<file path="src/rtl/video_palette_expander_if.sv">
// Pixel, sync and palette-write signals shared between the video source and the expander.
interface video_palette_expander_if;
  logic        ce_pix;
  logic [3:0]  pix_idx;
  logic        hsync_in;
  logic        vsync_in;
  logic        hblank_in;
  logic        vblank_in;
  logic        pal_wr;
  logic [3:0]  pal_addr;
  logic [17:0] pal_data;
  logic        pal_err_clr;
  logic        pal_busy;
  logic        pal_err;
  logic [7:0]  R;
  logic [7:0]  G;
  logic [7:0]  B;
  logic        hsync_out;
  logic        vsync_out;
  logic        de_out;

  modport master (
    output ce_pix, pix_idx, hsync_in, vsync_in, hblank_in, vblank_in,
    output pal_wr, pal_addr, pal_data, pal_err_clr,
    input  pal_busy, pal_err, R, G, B, hsync_out, vsync_out, de_out
  );

  modport slave (
    input  ce_pix, pix_idx, hsync_in, vsync_in, hblank_in, vblank_in,
    input  pal_wr, pal_addr, pal_data, pal_err_clr,
    output pal_busy, pal_err, R, G, B, hsync_out, vsync_out, de_out
  );
endinterface

</file>
<file path="src/rtl/video_palette_expander.sv">
// IRGB index to 8-bit RGB expander with a 16-entry programmable palette.
// Palette writes are held in a pending register and committed during blanking.
module video_palette_expander #(
  parameter bit DEFER_TO_BLANK = 1'b1
) (
  input logic                     clk_vid,
  input logic                     reset,
  video_palette_expander_if.slave vid
);

  localparam logic ST_IDLE    = 1'b0;
  localparam logic ST_PENDING = 1'b1;

  // CGA default for one entry; entry 6 gets the brown fix.
  function automatic logic [17:0] cga_default(input logic [3:0] idx);
    logic [5:0] lo;
    logic [5:0] r;
    logic [5:0] g;
    logic [5:0] b;
    lo = idx[3] ? 6'h15 : 6'h00;
    r  = (idx[2] ? 6'h2A : 6'h00) | lo;
    g  = (idx[1] ? 6'h2A : 6'h00) | lo;
    b  = (idx[0] ? 6'h2A : 6'h00) | lo;
    if (idx == 4'd6) begin
      return {6'h2A, 6'h15, 6'h00};
    end
    return {r, g, b};
  endfunction

  function automatic logic [7:0] expand(input logic [5:0] v);
    return {v, v[5:4]};
  endfunction

  logic [17:0] r_pal [16];
  logic        r_state;
  logic        w_state_d;
  logic [3:0]  r_pend_addr;
  logic [17:0] r_pend_data;
  logic        r_err;

  logic [17:0] r_s1_data;
  logic        r_s1_hs;
  logic        r_s1_vs;
  logic        r_s1_blank;

  logic [7:0]  r_r;
  logic [7:0]  r_g;
  logic [7:0]  r_b;
  logic        r_hs;
  logic        r_vs;
  logic        r_de;

  logic        w_blank;
  logic        w_busy;
  logic        w_accept;
  logic        w_drop;
  logic        w_commit;

  assign w_blank  = vid.hblank_in | vid.vblank_in;
  assign w_busy   = (r_state == ST_PENDING);
  assign w_accept = vid.pal_wr & ~w_busy;
  // Busy stays high on the commit edge, so a write there is dropped too.
  assign w_drop   = vid.pal_wr & w_busy;
  assign w_commit = w_busy & vid.ce_pix & (w_blank | ~DEFER_TO_BLANK);

  // Commit FSM next state.
  always_comb begin
    w_state_d = r_state;
    case (r_state)
      ST_IDLE:    if (w_accept) w_state_d = ST_PENDING;
      ST_PENDING: if (w_commit) w_state_d = ST_IDLE;
      default:    w_state_d = ST_IDLE;
    endcase
  end

  // FSM state, pending write capture and sticky error flag.
  always_ff @(posedge clk_vid or posedge reset) begin
    if (reset) begin
      r_state     <= ST_IDLE;
      r_pend_addr <= 4'd0;
      r_pend_data <= 18'd0;
      r_err       <= 1'b0;
    end else begin
      r_state <= w_state_d;
      if (w_accept) begin
        r_pend_addr <= vid.pal_addr;
        r_pend_data <= vid.pal_data;
      end
      // A drop in the same cycle as a clear leaves the flag set.
      if (w_drop) begin
        r_err <= 1'b1;
      end else if (vid.pal_err_clr) begin
        r_err <= 1'b0;
      end
    end
  end

  // Palette storage; reset restores the CGA defaults and discards any pending write.
  always_ff @(posedge clk_vid or posedge reset) begin
    if (reset) begin
      for (int i = 0; i < 16; i++) begin
        r_pal[i] <= cga_default(4'(i));
      end
    end else if (w_commit) begin
      r_pal[r_pend_addr] <= r_pend_data;
    end
  end

  // Stage 1: palette lookup (old value on a commit edge) and sync/blank capture.
  always_ff @(posedge clk_vid or posedge reset) begin
    if (reset) begin
      r_s1_data  <= 18'd0;
      r_s1_hs    <= 1'b0;
      r_s1_vs    <= 1'b0;
      r_s1_blank <= 1'b0;
    end else if (vid.ce_pix) begin
      r_s1_data  <= r_pal[vid.pix_idx];
      r_s1_hs    <= vid.hsync_in;
      r_s1_vs    <= vid.vsync_in;
      r_s1_blank <= w_blank;
    end
  end

  // Stage 2: channel expansion with blank forcing black; syncs pass ungated.
  always_ff @(posedge clk_vid or posedge reset) begin
    if (reset) begin
      r_r  <= 8'd0;
      r_g  <= 8'd0;
      r_b  <= 8'd0;
      r_hs <= 1'b0;
      r_vs <= 1'b0;
      r_de <= 1'b0;
    end else if (vid.ce_pix) begin
      r_r  <= r_s1_blank ? 8'd0 : expand(r_s1_data[17:12]);
      r_g  <= r_s1_blank ? 8'd0 : expand(r_s1_data[11:6]);
      r_b  <= r_s1_blank ? 8'd0 : expand(r_s1_data[5:0]);
      r_hs <= r_s1_hs;
      r_vs <= r_s1_vs;
      r_de <= ~r_s1_blank;
    end
  end

  assign vid.pal_busy  = w_busy;
  assign vid.pal_err   = r_err;
  assign vid.R         = r_r;
  assign vid.G         = r_g;
  assign vid.B         = r_b;
  assign vid.hsync_out = r_hs;
  assign vid.vsync_out = r_vs;
  assign vid.de_out    = r_de;

endmodule

</file>
<file path="src/flat_wrapper.sv">
// flat-port wrapper written by rule: the top's interface ports become plain ports
module video_palette_expander_flat 
#(
  parameter bit DEFER_TO_BLANK = 1'b1
)
  (clk_vid, reset, vid_ce_pix, vid_pix_idx, vid_hsync_in, vid_vsync_in, vid_hblank_in, vid_vblank_in, vid_pal_wr, vid_pal_addr, vid_pal_data, vid_pal_err_clr, vid_pal_busy, vid_pal_err, vid_R, vid_G, vid_B, vid_hsync_out, vid_vsync_out, vid_de_out);
  video_palette_expander_if vid_i ();
  input logic clk_vid;
  input logic reset;
  input wire logic [$bits(vid_i.ce_pix)-1:0] vid_ce_pix;
  input wire logic [$bits(vid_i.pix_idx)-1:0] vid_pix_idx;
  input wire logic [$bits(vid_i.hsync_in)-1:0] vid_hsync_in;
  input wire logic [$bits(vid_i.vsync_in)-1:0] vid_vsync_in;
  input wire logic [$bits(vid_i.hblank_in)-1:0] vid_hblank_in;
  input wire logic [$bits(vid_i.vblank_in)-1:0] vid_vblank_in;
  input wire logic [$bits(vid_i.pal_wr)-1:0] vid_pal_wr;
  input wire logic [$bits(vid_i.pal_addr)-1:0] vid_pal_addr;
  input wire logic [$bits(vid_i.pal_data)-1:0] vid_pal_data;
  input wire logic [$bits(vid_i.pal_err_clr)-1:0] vid_pal_err_clr;
  output wire logic [$bits(vid_i.pal_busy)-1:0] vid_pal_busy;
  output wire logic [$bits(vid_i.pal_err)-1:0] vid_pal_err;
  output wire logic [$bits(vid_i.R)-1:0] vid_R;
  output wire logic [$bits(vid_i.G)-1:0] vid_G;
  output wire logic [$bits(vid_i.B)-1:0] vid_B;
  output wire logic [$bits(vid_i.hsync_out)-1:0] vid_hsync_out;
  output wire logic [$bits(vid_i.vsync_out)-1:0] vid_vsync_out;
  output wire logic [$bits(vid_i.de_out)-1:0] vid_de_out;
  assign vid_i.ce_pix = vid_ce_pix;
  assign vid_i.pix_idx = vid_pix_idx;
  assign vid_i.hsync_in = vid_hsync_in;
  assign vid_i.vsync_in = vid_vsync_in;
  assign vid_i.hblank_in = vid_hblank_in;
  assign vid_i.vblank_in = vid_vblank_in;
  assign vid_i.pal_wr = vid_pal_wr;
  assign vid_i.pal_addr = vid_pal_addr;
  assign vid_i.pal_data = vid_pal_data;
  assign vid_i.pal_err_clr = vid_pal_err_clr;
  assign vid_pal_busy = vid_i.pal_busy;
  assign vid_pal_err = vid_i.pal_err;
  assign vid_R = vid_i.R;
  assign vid_G = vid_i.G;
  assign vid_B = vid_i.B;
  assign vid_hsync_out = vid_i.hsync_out;
  assign vid_vsync_out = vid_i.vsync_out;
  assign vid_de_out = vid_i.de_out;
  video_palette_expander #(.DEFER_TO_BLANK(DEFER_TO_BLANK)) u_core (.clk_vid(clk_vid), .reset(reset), .vid(vid_i));
endmodule
</file>
<file path="config.mk">
export PLATFORM = sky130hd
export DESIGN_NAME = video_palette_expander_flat
export DESIGN_NICKNAME = d
export VERILOG_FILES = /design/src/rtl/video_palette_expander_if.sv /design/src/rtl/video_palette_expander.sv /design/src/flat_wrapper.sv
export SDC_FILE = /design/constraint.sdc
export NUM_CORES = 1
export LEC_CHECK = 0
export BUFFER_PORTS_ARGS = -buffer_cell sky130_fd_sc_hd__buf_2
export CORE_ASPECT_RATIO = 1.2
export CORE_MARGIN = 1
export CORE_UTILIZATION = 62
export DETAILED_ROUTE_END_ITERATION = 10
export GPL_TIMING_DRIVEN = 0
export PLACE_DENSITY_LB_ADDON = 0.12
export SYNTH_ARGS = -nofsm -noshare
export SYNTH_HDL_FRONTEND = slang
export SYNTH_SLANG_ARGS = --single-unit
</file>
<file path="constraint.sdc">
create_clock -name clk_vid -period 20.5 [get_ports clk_vid]
set_input_delay 2.05 -clock clk_vid [delete_from_list [all_inputs] [get_ports clk_vid]]
set_output_delay 2.05 -clock clk_vid [all_outputs]
set_load 0.01 [all_outputs]
</file>
=== Yosys cells after proc, flatten, opt, wreduce, memory -nomap -nowiden ===
Cells that the tools add are included.

* Bits in registers: 360
* Latch bits: 0
* Bits in writable memories: 0
* ROM bits: 0
* Input port bits: 35
* Logic and storage cells: 58
* Memories: 0

* $add $sub $neg: 0
* Multipliers: 0
* Divide/modulo/power cells: 0
* $lt $le $gt $ge: 3
* Eq/ne operators: 0
* Shift-type cells: 0
* Muxes and demuxes: 14
* Bitwise operators: 9
* Reduce and logical (&&, ||, !) cells: 2

{| class="wikitable"
|+ Operators by type and width
! operator !! count
|-
| bitwise mux 288 bit || 1
|-
| binary-select mux 18 bit (select 4 bit) || 1
|-
| demux 18 bit (select 4 bit) || 1
|-
| 2-to-1 mux 18 bit || 3
|-
| 2-to-1 mux 8 bit || 3
|-
| >= comparator 5 bit (second input constant) || 2
|-
| NOT 4 -> 5 bit || 2
|-
| < comparator 5 x 1 -> 1 bit (second input constant) || 1
|-
| bitwise AND 1 bit || 4
|-
| 2-to-1 mux 1 bit || 4
|-
| NOT 1 bit || 2
|-
| case mux 1 bit (2 select lines) || 1
|-
| nonzero test 2 bit || 1
|-
| logical AND 1 bit || 1
|-
| OR 1 bit || 1
|}

=== Longest topological paths before layout ===
Gate-level depths: netlist of the first run.

* Word-level depth: 6
* Depth in mapped cells: 6
* Mapped depth without buffers: 3

=== Least setup slack after synthesis of the first run ===
Ideal clock, no wire load.

* Kind: input to register
* From: input vid_ce_pix
* To: register u_core.r_pal[127] (netlist name)
* Data arrival time: 3,546 ps
* Required time: 20,375 ps
* Path slack: 16,829 ps
* Stages: 5
* Path buffers: 2
* Cells stage by stage: buf_2 o211ai_4 nor4_4 buf_4 mux2_2

* Word-level cells in the longest chain between the ends: 2

{| class="wikitable"
|+ Ends and longest elaborated chain
! item !! line !! source
|-
| start, declared || flat_wrapper.sv:10 || <nowiki>input wire logic [$bits(vid_i.ce_pix)-1:0] vid_ce_pix;</nowiki>
|-
| bitwise AND 1 bit (2 in a row) || video_palette_expander.sv:64 || <nowiki>assign w_commit = w_busy & vid.ce_pix & (w_blank | ~DEFER_TO_BLANK);</nowiki>
|-
| end signal, assigned by index || video_palette_expander.sv:102 || <nowiki>r_pal[i] <= cga_default(4'(i));</nowiki>
|-
| end signal, assigned by index || video_palette_expander.sv:105 || <nowiki>r_pal[r_pend_addr] <= r_pend_data;</nowiki>
|-
| end, declared || video_palette_expander.sv:34 || <nowiki>logic [17:0] r_pal [16];</nowiki>
|}

Every way passes these cells.
A chain may end at the register's enable or synchronous reset.

=== Worst setup path in the final report of the first run ===
* From: input vid_ce_pix
* To: register u_core.r_pal[163] (netlist name)

Same word-level chain as after synthesis.

==> results of run 1 <==
## metrics by stage
| stage | power (mW) | hold slack [ns] | worst slack, ns | utilization (%) |
|---|---|---|---|---|
| floorplan | 1.63 | 0.453 | 8.87 | - |
| global placement | 1.76 | 0.458 | 5.09 | 66.3 |
| detailed placement | 1.79 | 0.463 | 16.14 | 66.7 |
| CTS | 2.43 | 0.477 | 16.68 | 71.3 |
| global route | 2.53 | 0.507 | 16.57 | 71.3 |
| finish | 2.41 | 0.473 | 16.66 | 71.3 |
## per-layer routing
metal,share of wire (%),wire length [um]
met1,41,14400
met2,52,18100
met3,3.3,1140
met4,3.0,1030
met5,0,0
## final cells by class
| cell class | count | area, sq um |
|---|---|---|
| multi-input cells | 520 | 6250 |
| flip-flops and latches | 354 | 9040 |
| repair buffers | 62 | 378 |
| clock buffers | 52 | 1050 |
| clock inverters | 12 | 85.1 |
| well taps | 325 | 407 |
| fillers | 1654 | 7130 |
| inverters | 4 | 22.5 |
| plain buffers | 83 | 470 |
## flip-flops by register name (all words and copies together) (netlist names), 4 cells and up
signal and count:
u_core.r_pal 288, u_core.r_pend_addr 4, u_core.r_pend_data 18, u_core.r_s1_data 18, u_core.vid.B 6, u_core.vid.G 6, u_core.vid.R 6
## worst max-delay path: stages
cell	delay, ns
buf_2	0.30
o2111ai_4	0.25
nor3_2	0.88
buf_4	0.38
mux2_2	0.36
## worst max path at each step
stage | startpoint | end | slack, ns | cells past startpoint
global placement | reset | u_core.r_pal[247] | 5.09 | 2
finish | vid_ce_pix | u_core.r_pal[163] | 16.66 | 5
global route | vid_ce_pix | u_core.r_pal[167] | 16.57 | 5
floorplan | reset | u_core.r_pal[103] | 8.87 | 1
CTS | vid_ce_pix | u_core.r_pal[167] | 16.68 | 5
detailed placement | vid_ce_pix | u_core.r_pal[169] | 16.14 | 5
## cells in the mapped netlist (all sizes together), types with 2 or more instances
| cell type | n | share of area (%) |
|---|---|---|
| o21ai | 2 | 0.063 |
| a22o | 9 | 0.50 |
| mux2 | 313 | 22 |
| o2bb2ai | 9 | 0.50 |
| inv | 4 | 0.095 |
| nor2 | 21 | 0.50 |
| mux4 | 72 | 10 |
| or3 | 4 | 0.16 |
| nor4 | 8 | 1.1 |
| nor3 | 4 | 0.25 |
| buf | 48 | 2.2 |
| a221oi | 18 | 1.0 |
| or2 | 2 | 0.079 |
| nand2 | 12 | 0.29 |
| clkbuf | 35 | 0.83 |
| dfstp | 144 | 24 |
| nand2b | 3 | 0.12 |
| mux2i | 18 | 1.1 |
| dfrtp | 210 | 33 |
| o22ai | 18 | 0.71 |
## report_power, final
| part | total (mW) | switching (mW) | internal [mW] | leakage, nW |
|---|---|---|---|---|
| Clock | 0.633 | 0.264 | 0.369 | 0.573 |
| Combinational | 0.561 | 0.219 | 0.343 | 2.86 |
| Sequential | 1.22 | 0.158 | 1.06 | 4.16 |
## kinds of logic (layout without fill, tap and decap cells)
group,after synthesis,in the layout,share of synthesized area [%]
buffers and inverters,87,213,3.08
AND/OR/NAND/NOR,56,56,2.55
AO/OA/AOI/OAI,61,61,3.21
flip-flops,354,354,57.3
multiplexers,403,403,33.8
==> run_summary.xml, run 1 <==
<?xml version="1.0" encoding="UTF-8"?>
<metrics>
  <group name="yosys">
    <metric name="ys.flop_type" unit="">dfrtp_1</metric>
    <metric name="area_of_the_mapped_netlist" unit="sq um">15800</metric>
    <metric name="postSynthCellCount" unit="">961</metric>
    <metric name="yosys_warnings" unit="">0</metric>
    <metric name="synth_fp_nets" unit="">996</metric>
    <metric name="synth_seq_area_share" unit="%">57.3</metric>
    <metric name="average_instance_area_after_synthesis" unit="sq um">16.4</metric>
    <metric name="synth_edf_count" unit="">0</metric>
    <metric name="synth.ff_latch_count" unit="">354</metric>
    <metric name="synth-async-reset-ratio" unit="%">100</metric>
    <metric name="netlist-cell-type-count" unit="">33</metric>
  </group>
  <group name="timing">
    <metric name="maxSlewHeadroom" unit="%">30.4</metric>
    <metric name="rsz0062_at_grt" unit="">no</metric>
    <metric name="fin_crit_sh" unit="%">18.7</metric>
    <metric name="fin_crit" unit="ns">3.84</metric>
    <metric name="timing.setup.tns" unit="ns">0</metric>
    <metric name="final_max_slew_viol_count" unit="">0</metric>
    <metric name="report.final.setup_viol" unit="">0</metric>
    <metric name="fin_clk_skew" unit="ns">0.0186</metric>
    <metric name="fmax" unit="GHz">0.260</metric>
    <metric name="worst_slew_pin_slew" unit="ns">1.04</metric>
    <metric name="timing_hold_violations_final" unit="">0</metric>
  </group>
  <group name="drt">
    <metric name="ant_nets" unit="">0</metric>
    <metric name="avgViaCountPerCell" unit="">6.19</metric>
    <metric name="drt-wirelength-per-cell" unit="um">24.6</metric>
    <metric name="detailedRoute.firstPassIterationCount" unit="">4</metric>
    <metric name="drt-total-wl" unit="um">34700</metric>
    <metric name="detailed_route_via_count" unit="">8737</metric>
    <metric name="drt_first_iter_violations" unit="">508</metric>
    <metric name="drc" unit="">0</metric>
  </group>
  <group name="placed_design">
    <metric name="gp_routability_congestion" unit="">0.829</metric>
    <metric name="place_inst" unit="">1348</metric>
    <metric name="dp.final_hpwl" unit="um">23400</metric>
    <metric name="postPlaceCellArea" unit="sq um">16600</metric>
    <metric name="port_buffers" unit="">59</metric>
  </group>
  <group name="worst_setup_path">
    <metric name="startpoint_type" unit="">input port</metric>
    <metric name="critical_path_class" unit="">in2reg</metric>
    <metric name="timing.reg2reg.setup_slack" unit="ns">17.95</metric>
    <metric name="worstPathMaxFanout" unit="">10</metric>
    <metric name="reg2reg_from" unit="">u_core.r_pend_addr[3]</metric>
    <metric name="data_arrival_at_the_endpoint_of_the_critical_path" unit="ns">4.23</metric>
    <metric name="worstSetupEndpointType" unit="">flip-flop</metric>
    <metric name="worst_r2r_endpoint" unit="">u_core.r_pal[236]</metric>
    <metric name="timing.critical_path.required" unit="ns">20.89</metric>
    <metric name="worst_r2r_path_depth" unit="">5</metric>
  </group>
  <group name="grt">
    <metric name="grt_antenna_before_repair" unit="">0</metric>
    <metric name="grt_max_degree" unit="">136</metric>
    <metric name="grt-ovfl-total" unit="">0</metric>
    <metric name="grt_busiest_layer" unit="">met2</metric>
    <metric name="grt_pass1_vias" unit="">9260</metric>
    <metric name="grtUsageMet3" unit="%">3.74</metric>
    <metric name="groute.usage.overall" unit="%">28.3</metric>
    <metric name="first_pass_grt_wire_length" unit="um">54700</metric>
    <metric name="use_met1" unit="%">37.7</metric>
    <metric name="met2_usage" unit="%">48.3</metric>
  </group>
  <group name="cts">
    <metric name="post_cts.repair.setup_buffers" unit="">0</metric>
    <metric name="total_clock_buffers_created_by_cts" unit="">36</metric>
    <metric name="level_count_of_the_clock_h_tree" unit="">2</metric>
    <metric name="worst_skew_pair_later_pin_latency" unit="ns">0.51</metric>
    <metric name="cts_max_path_buffers" unit="">3</metric>
    <metric name="cts_tree" unit="">done</metric>
    <metric name="clk_transition_reported_paths" unit="ns">0.06</metric>
    <metric name="cts_sinks" unit="">354</metric>
    <metric name="clock-root-buffer" unit="">clkbuf_16</metric>
    <metric name="post_cts_resize_count" unit="">0</metric>
    <metric name="cts_hold_buffers" unit="">0</metric>
  </group>
  <group name="cells_and_area">
    <metric name="antenna-diode-count" unit="">0</metric>
    <metric name="layout-area-overhead-vs-synth" unit="%">12.2</metric>
    <metric name="num-nets-final" unit="">1096</metric>
    <metric name="post_route_cells_drive_above_1_share" unit="%">65.1</metric>
    <metric name="filler_free_cell_count_of_the_finished_design" unit="">1412</metric>
    <metric name="design_area" unit="sq um">17700</metric>
    <metric name="layout.cells.most_common" unit="">mux2_2</metric>
    <metric name="final_cell_mix" unit="">mux2_2, dfrtp_1, dfstp_2</metric>
  </group>
  <group name="job">
    <metric name="max_cap_viol_count" unit="">0</metric>
  </group>
  <group name="min_path">
    <metric name="min-delay-path-class" unit="">reg2reg</metric>
    <metric name="hold_wc_startpoint" unit="">u_core.vid.de_out</metric>
    <metric name="min_delay_path_depth" unit="">1</metric>
    <metric name="timing.hold.worst_endpoint" unit="">u_core.vid.de_out</metric>
  </group>
  <group name="die">
    <metric name="floorplan_core_area" unit="sq um">24800</metric>
    <metric name="die_h" unit="um">177</metric>
    <metric name="floorplan.die_area" unit="sq um">26100</metric>
    <metric name="floorplan.rows" unit="">63</metric>
    <metric name="start_util" unit="%">63.5</metric>
    <metric name="io-pin-count" unit="">64</metric>
    <metric name="fp.dieW" unit="um">148</metric>
  </group>
  <group name="pwr">
    <metric name="static-leakage-power" unit="nW">7.59</metric>
    <metric name="pwr_density_cell" unit="nW/um^2">136</metric>
    <metric name="worst_ir_drop_vdd" unit="mV">0.0864</metric>
  </group>
  <group name="outcome">
    <metric name="run_status" unit="">completed</metric>
  </group>
</metrics>
No activity file was read; power rests on OpenSTA's default activity.
==> inputs of run 2 (changes only) <==
--- a/config.mk
+++ b/config.mk
@@ -8,7 +8,7 @@
 export BUFFER_PORTS_ARGS = -buffer_cell sky130_fd_sc_hd__buf_2
 export CORE_ASPECT_RATIO = 1.2
 export CORE_MARGIN = 1
-export CORE_UTILIZATION = 62
+export CORE_UTILIZATION = 56
 export DETAILED_ROUTE_END_ITERATION = 10
 export GPL_TIMING_DRIVEN = 0
 export PLACE_DENSITY_LB_ADDON = 0.12
==> constraint.sdc (replaced) <==
create_clock -name clk_vid -period 3.2 [get_ports clk_vid]
set_input_delay 0.32 -clock clk_vid [delete_from_list [all_inputs] [get_ports clk_vid]]
set_output_delay 0.32 -clock clk_vid [all_outputs]
set_load 0.01 [all_outputs]
==> run 2 against run 1 <==
Die area is 11% higher. Cell count is 4.5% higher. Sequential share of layout area is 0.92 points lower. Count of clock-buffer cells in the layout is 12 higher. Clock power grew to 7.0 times the previous value. Design area is 1.8% higher. Worst setup slack worse by 16 ns. Critical path depth stayed put. First-iteration DRC count is 23% lower. Via count is 0.14% lower. Clock skew is 0.011 ns lower. Power grew to 6.5 times the previous value. Largest cell class unchanged. Highest routed layer unchanged.
==> run_summary.xml, run 2 (same netlist as run 1, synthesis figures left out) <==
<?xml version="1.0" encoding="UTF-8"?>
<metrics>
  <group name="worst_setup_path">
    <metric name="worst_r2r_path_depth" unit="">5</metric>
    <metric name="timing.critical_path.required" unit="ns">3.60</metric>
    <metric name="worstPathMaxFanout" unit="">10</metric>
    <metric name="worstSetupEndpointType" unit="">flip-flop</metric>
    <metric name="timing.reg2reg.setup_slack" unit="ns">0.65</metric>
    <metric name="critPathSlowestCell" unit="">nor3_2</metric>
    <metric name="worst_r2r_endpoint" unit="">u_core.r_pal[242]</metric>
    <metric name="startpoint_type" unit="">flip-flop</metric>
    <metric name="critical_path.cell_chain" unit="">or2_2 &gt; clkbuf_1 &gt; nor3_2 &gt; buf_4 &gt; mux2_2</metric>
    <metric name="setup.worst_path.end" unit="">u_core.r_pal[242]</metric>
    <metric name="worstSetupStartpoint" unit="">u_core.r_pend_addr[3]</metric>
    <metric name="reg2reg_from" unit="">u_core.r_pend_addr[3]</metric>
    <metric name="data_arrival_at_the_endpoint_of_the_critical_path" unit="ns">2.95</metric>
    <metric name="critical_path_class" unit="">reg2reg</metric>
    <metric name="critical_path.max_stage_delay" unit="ns">0.79</metric>
  </group>
  <group name="cells_and_area">
    <metric name="layout-area-overhead-vs-synth" unit="%">14.3</metric>
    <metric name="multiInputGateArea" unit="sq um">6250</metric>
    <metric name="top_regs" unit="">u_core.r_pal: 288 flops, u_core.r_pend_data: 18 flops, u_core.r_s1_data: 18 flops</metric>
    <metric name="post_route_cells_drive_above_1_share" unit="%">64.6</metric>
    <metric name="final_cell_mix" unit="">mux2_2, dfrtp_1, dfstp_2</metric>
    <metric name="filler_free_cell_count_of_the_finished_design" unit="">1476</metric>
    <metric name="layout.cells.most_common" unit="">mux2_2</metric>
    <metric name="top_register" unit="">u_core.r_pal</metric>
    <metric name="antenna-diode-count" unit="">0</metric>
    <metric name="largest_reg_flops" unit="">288</metric>
    <metric name="filler_cells_inserted" unit="">2022</metric>
    <metric name="num-nets-final" unit="">1108</metric>
    <metric name="area.sequential" unit="sq um">9040</metric>
  </group>
  <group name="job">
    <metric name="max_cap_viol_count" unit="">0</metric>
  </group>
  <group name="timing">
    <metric name="maxSlewHeadroom" unit="%">31.9</metric>
    <metric name="final_max_slew_viol_count" unit="">0</metric>
    <metric name="report.final.setup_viol" unit="">0</metric>
    <metric name="fmax" unit="GHz">0.393</metric>
    <metric name="fin_crit_sh" unit="%">79.6</metric>
    <metric name="timing_hold_violations_final" unit="">0</metric>
    <metric name="fin_crit" unit="ns">2.55</metric>
    <metric name="rsz0062_at_grt" unit="">no</metric>
    <metric name="worst_slew_pin_slew" unit="ns">1.02</metric>
    <metric name="fin_clk_skew" unit="ns">0.00728</metric>
  </group>
  <group name="cts">
    <metric name="worst_skew_pair_later_pin_latency" unit="ns">0.52</metric>
    <metric name="level_count_of_the_clock_h_tree" unit="">2</metric>
    <metric name="cts_sinks" unit="">354</metric>
    <metric name="clock-root-buffer" unit="">clkbuf_16</metric>
    <metric name="clk_transition_reported_paths" unit="ns">0.06</metric>
    <metric name="cts_max_path_buffers" unit="">3</metric>
    <metric name="cts_tree" unit="">done</metric>
    <metric name="total_clock_buffers_created_by_cts" unit="">38</metric>
  </group>
  <group name="grt">
    <metric name="grt_pass1_vias" unit="">9464</metric>
    <metric name="first_pass_grt_wire_length" unit="um">56000</metric>
    <metric name="grt_max_degree" unit="">43</metric>
    <metric name="grt_antenna_before_repair" unit="">0</metric>
    <metric name="groute.usage.overall" unit="%">26.3</metric>
    <metric name="grt-ovfl-total" unit="">0</metric>
  </group>
  <group name="die">
    <metric name="start_util" unit="%">57.5</metric>
    <metric name="io-pin-count" unit="">64</metric>
    <metric name="floorplan_core_area" unit="sq um">27400</metric>
    <metric name="die_h" unit="um">186</metric>
    <metric name="floorplan.rows" unit="">66</metric>
    <metric name="floorplan.die_area" unit="sq um">28800</metric>
    <metric name="fp.dieW" unit="um">155</metric>
  </group>
  <group name="placed_design">
    <metric name="port_buffers" unit="">59</metric>
    <metric name="dp.final_hpwl" unit="um">24400</metric>
    <metric name="place_inst" unit="">1404</metric>
    <metric name="gp_routability_congestion" unit="">0.807</metric>
  </group>
  <group name="drt">
    <metric name="avgViaCountPerCell" unit="">5.91</metric>
    <metric name="drt_first_iter_violations" unit="">392</metric>
    <metric name="drt-total-wl" unit="um">35500</metric>
    <metric name="drt-wirelength-per-cell" unit="um">24.0</metric>
    <metric name="detailedRoute.firstPassIterationCount" unit="">4</metric>
    <metric name="ant_nets" unit="">0</metric>
    <metric name="detailed_route_via_count" unit="">8725</metric>
    <metric name="drc" unit="">0</metric>
  </group>
  <group name="pwr">
    <metric name="pwr_density_cell" unit="nW/um^2">876</metric>
    <metric name="p_total" unit="mW">15.8</metric>
    <metric name="static-leakage-power" unit="nW">7.70</metric>
    <metric name="worst_ir_drop_vdd" unit="mV">0.504</metric>
  </group>
  <group name="min_path">
    <metric name="min-delay-path-class" unit="">in2reg</metric>
  </group>
  <group name="outcome">
    <metric name="run_status" unit="">completed</metric>
  </group>
</metrics>
-- run 2: layer usage --
layer / share of wire, % / wire length (um) / track usage, %
met1: 42 / 15000 / 34.7
met2: 52 / 18400 / 45.6
met3: 2.9 / 1030 / 3.24
met4: 2.8 / 991 / 8.55
met5: 0 / 0 / 0
-- run 2: area by class of cell --
class,instances,share of cell area [%]
buffer,83,2.61
clock buffer,64,6.56
clock inverter,5,0.416
inverter,4,0.104
multi-input combinational,520,34.7
sequential,354,50.1
tap,374,2.60
timing repair buffer,72,2.92
-- run 2: timing repair --
action / in CTS / in global routing
hold buffers: 3 / 0
buffers inserted: 0 / 0
setup endpoints to repair: 0 / 0
endpoints found under the hold margin: 17 / 0
resized for setup: 0 / 0
-- run 2: worst max-delay path, delay by kind of cell (launching register included) --
| kind | cells | cell delay, ns |
|---|---|---|
| multiplexers | 1 | 0.36 |
| buffers and inverters | 2 | 0.56 |
| flip-flops | 1 | 0.41 |
| AND/OR/NAND/NOR | 2 | 1.09 |
-- run 2: how the worst min path moves through the flow --
stage | slack (ns) | to | depth (start not counted) | from
floorplan | 0.43 | u_core.vid.pal_err | 1 | vid_pal_err_clr
global placement | 0.46 | u_core.vid.de_out | 1 | u_core.vid.de_out
detailed placement | 0.39 | u_core.vid.B[6] | 2 | reset
CTS | 0.02 | u_core.r_pend_data[9] | 2 | vid_pal_data[9]
global route | 0.02 | u_core.r_pend_data[10] | 2 | vid_pal_data[10]
finish | 0.03 | u_core.r_pend_data[4] | 2 | vid_pal_data[4]
-- run 2: report_power, final --
group / switching (mW) / internal (mW)
clock: 1.73 / 2.67
sequential: 0.996 / 6.79
combinational: 1.40 / 2.21
-- run 2: metrics by stage --
stage | TNS, ns | utilization, % | area, sq um | setup slack [ns] | hold slack [ns]
2_1_floorplan | -436.52 | - | 15800 | -1.74 | 0.427
3_3_place_gp | -1087.44 | 60.3 | 16500 | -3.85 | 0.458
3_5_place_dp | 0 | 61.0 | 16700 | 0.559 | 0.390
4_1_cts | 0 | 65.7 | 18000 | 0.590 | 0.0151
5_1_grt | 0 | 65.7 | 18000 | 0.573 | 0.0226
6_report | 0 | 65.7 | 18000 | 0.654 | 0.0309
==> inputs of run 3 (changes only) <==
--- a/config.mk
+++ b/config.mk
@@ -8,7 +8,7 @@
 export BUFFER_PORTS_ARGS = -buffer_cell sky130_fd_sc_hd__buf_2
 export CORE_ASPECT_RATIO = 1.2
 export CORE_MARGIN = 1
-export CORE_UTILIZATION = 56
+export CORE_UTILIZATION = 62
 export DETAILED_ROUTE_END_ITERATION = 10
 export GPL_TIMING_DRIVEN = 0
 export PLACE_DENSITY_LB_ADDON = 0.12
==> constraint.sdc (replaced) <==
create_clock -name clk_vid -period 2.64 [get_ports clk_vid]
set_input_delay 0.264 -clock clk_vid [delete_from_list [all_inputs] [get_ports clk_vid]]
set_output_delay 0.264 -clock clk_vid [all_outputs]
set_load 0.01 [all_outputs]
==> run 3 against run 2 <==
Cell count is 2.2% lower. Power is 20% higher. Fmax is 0.80% higher. Critical endpoint unchanged. Sequential power increased by 22%. Non-clock buffer count rose by 20. Largest power group unchanged. First-iteration DRC count shrank 17%. Global-route usage is 3.1 points higher. Highest routed layer is now met5. Combinational power up 23%. Clock power rose by 15%. Sequential cell count is the same. Sequential share of layout area down 0.11 points. Worst setup slack got worse by 0.54 ns.
==> run_summary.xml, run 3 (same netlist as run 1, synthesis figures left out) <==
<?xml version="1.0" encoding="UTF-8"?>
<metrics>
  <group name="die">
    <metric name="die_h" unit="um">177</metric>
    <metric name="floorplan.die_area" unit="sq um">26100</metric>
    <metric name="floorplan.rows" unit="">63</metric>
    <metric name="start_util" unit="%">63.5</metric>
    <metric name="io-pin-count" unit="">64</metric>
    <metric name="fp.dieW" unit="um">148</metric>
    <metric name="floorplan_core_area" unit="sq um">24800</metric>
  </group>
  <group name="cells_and_area">
    <metric name="area.sequential" unit="sq um">9040</metric>
    <metric name="top_register" unit="">u_core.r_pal</metric>
    <metric name="layout.cells.most_common" unit="">mux2_2</metric>
    <metric name="post_route_cells_drive_above_1_share" unit="%">63.4</metric>
    <metric name="final_cell_mix" unit="">mux2_2, dfrtp_1, dfstp_2</metric>
    <metric name="filler_cells_inserted" unit="">1637</metric>
    <metric name="top_regs" unit="">u_core.r_pal: 288 flops, u_core.r_pend_data: 18 flops, u_core.r_s1_data: 18 flops</metric>
    <metric name="num-nets-final" unit="">1126</metric>
    <metric name="multiInputGateArea" unit="sq um">6250</metric>
    <metric name="antenna-diode-count" unit="">0</metric>
    <metric name="layout-area-overhead-vs-synth" unit="%">14.6</metric>
    <metric name="largest_reg_flops" unit="">288</metric>
    <metric name="design_area" unit="sq um">18100</metric>
  </group>
  <group name="drt">
    <metric name="drt_first_iter_violations" unit="">325</metric>
    <metric name="drc" unit="">0</metric>
    <metric name="drt-wirelength-per-cell" unit="um">24.9</metric>
    <metric name="ant_nets" unit="">0</metric>
    <metric name="detailedRoute.firstPassIterationCount" unit="">5</metric>
    <metric name="detailed_route_via_count" unit="">8922</metric>
    <metric name="drt-total-wl" unit="um">36000</metric>
    <metric name="avgViaCountPerCell" unit="">6.18</metric>
  </group>
  <group name="cts">
    <metric name="worst_skew_pair_later_pin_latency" unit="ns">0.52</metric>
    <metric name="cts_sinks" unit="">354</metric>
    <metric name="clk_transition_reported_paths" unit="ns">0.06</metric>
    <metric name="cts_tree" unit="">done</metric>
    <metric name="level_count_of_the_clock_h_tree" unit="">2</metric>
    <metric name="clock-root-buffer" unit="">clkbuf_16</metric>
    <metric name="cts_max_path_buffers" unit="">3</metric>
    <metric name="total_clock_buffers_created_by_cts" unit="">36</metric>
    <metric name="post_cts_resize_count" unit="">0</metric>
  </group>
  <group name="grt">
    <metric name="grt_max_degree" unit="">44</metric>
    <metric name="groute.usage.overall" unit="%">29.4</metric>
    <metric name="grt_pass1_vias" unit="">9686</metric>
    <metric name="grt-ovfl-total" unit="">0</metric>
    <metric name="first_pass_grt_wire_length" unit="um">56600</metric>
    <metric name="grt_antenna_before_repair" unit="">1</metric>
  </group>
  <group name="placed_design">
    <metric name="gp_routability_congestion" unit="">0.816</metric>
    <metric name="port_buffers" unit="">59</metric>
    <metric name="postPlaceCellArea" unit="sq um">16700</metric>
    <metric name="dp.final_hpwl" unit="um">24200</metric>
  </group>
  <group name="worst_setup_path">
    <metric name="worst_r2r_path_depth" unit="">5</metric>
    <metric name="worstPathMaxFanout" unit="">10</metric>
    <metric name="startpoint_type" unit="">flip-flop</metric>
    <metric name="worstSetupEndpointType" unit="">flip-flop</metric>
    <metric name="critical_path_class" unit="">reg2reg</metric>
    <metric name="timing.critical_path.required" unit="ns">3.04</metric>
    <metric name="data_arrival_at_the_endpoint_of_the_critical_path" unit="ns">2.93</metric>
  </group>
  <group name="pwr">
    <metric name="p_total" unit="mW">19.0</metric>
    <metric name="pwr_density_cell" unit="nW/um^2">1050</metric>
    <metric name="worst_ir_drop_vdd" unit="mV">0.636</metric>
    <metric name="static-leakage-power" unit="nW">7.73</metric>
  </group>
  <group name="timing">
    <metric name="fin_crit_sh" unit="%">95.7</metric>
    <metric name="report.final.setup_viol" unit="">0</metric>
    <metric name="final_max_slew_viol_count" unit="">0</metric>
    <metric name="fmax" unit="GHz">0.396</metric>
    <metric name="rsz0062_at_grt" unit="">no</metric>
    <metric name="fin_crit" unit="ns">2.53</metric>
    <metric name="fin_clk_skew" unit="ns">0.0123</metric>
    <metric name="timing_hold_violations_final" unit="">0</metric>
    <metric name="maxSlewHeadroom" unit="%">32.8</metric>
    <metric name="worst_slew_pin_slew" unit="ns">1.00</metric>
  </group>
  <group name="outcome">
    <metric name="run_status" unit="">completed</metric>
  </group>
  <group name="min_path">
    <metric name="min_delay_path_depth" unit="">2</metric>
    <metric name="min-delay-path-class" unit="">in2reg</metric>
  </group>
  <group name="job">
    <metric name="max_cap_viol_count" unit="">0</metric>
  </group>
</metrics>
-- run 3: what timing repair did --
action,CTS,global route
hold endpoints to repair,42,0
hold buffers,24,0
setup buffers,0,0
-- run 3: final timing paths --
kind                                             from                  end  slack, ns
worst max-delay path            u_core.r_pend_addr[3]    u_core.r_pal[242]       0.11
max in group asynchronous                       reset    u_core.r_pal[213]       0.98
min in group asynchronous                       reset      u_core.vid.G[6]       0.44
worst max register to register  u_core.r_pend_addr[3]    u_core.r_pal[242]       0.11
worst min-delay path                       vid_pal_wr  u_core.vid.pal_busy       0.01
worst min register to register      u_core.vid.de_out    u_core.vid.de_out       0.49
-- run 3: worst max-delay path: stages, from the launching register on --
cell	delay, ns
dfrtp_1	0.42
or2_2	0.30
clkbuf_1	0.19
nor3_2	0.77
buf_4	0.37
mux2_2	0.36
-- run 3: per-layer routing --
metal / part of all wire (%) / vias up / global-route usage, %
met5: 0.033 / - / 0
met4: 3.8 / 2 / 11.5
met3: 3.2 / 70 / 3.71
met2: 53 / 194 / 51.0
met1: 40 / 4797 / 37.9
li1: - / 3859 / -
-- run 3: final cells by class --
type | instances | share of cell area [%]
Sequential cell | 354 | 50.0
Timing Repair Buffer | 92 | 3.96
Clock buffer | 57 | 5.87
Clock inverter | 9 | 0.596
Tap cell | 325 | 2.25
Multi-Input combinational cell | 520 | 34.6
Inverter | 4 | 0.104
Buffer | 83 | 2.60
-- run 3: where the power goes --
group	internal, mW	switching (mW)
Combinational	2.70	1.74
Sequential	8.23	1.25
Clock	2.97	2.09
Total	13.9	5.08
-- run 3: stage by stage --
step | setup WS, ns | cells | setup TNS, ns | hold slack [ns] | util (%)
after floorplan | -2.25 | 961 | -614.93 | 0.371 | -
after global placement | -4.26 | 1345 | -1239.47 | 0.457 | 66.4
after detailed placement | 0.0805 | 1354 | 0 | 0.430 | 67.1
after CTS | 0.0930 | 1444 | 0 | 0.00274 | 72.8
after global routing | 0.0364 | 1444 | 0 | 0.00714 | 72.8
final | 0.114 | 1444 | 0 | 0.0147 | 72.8
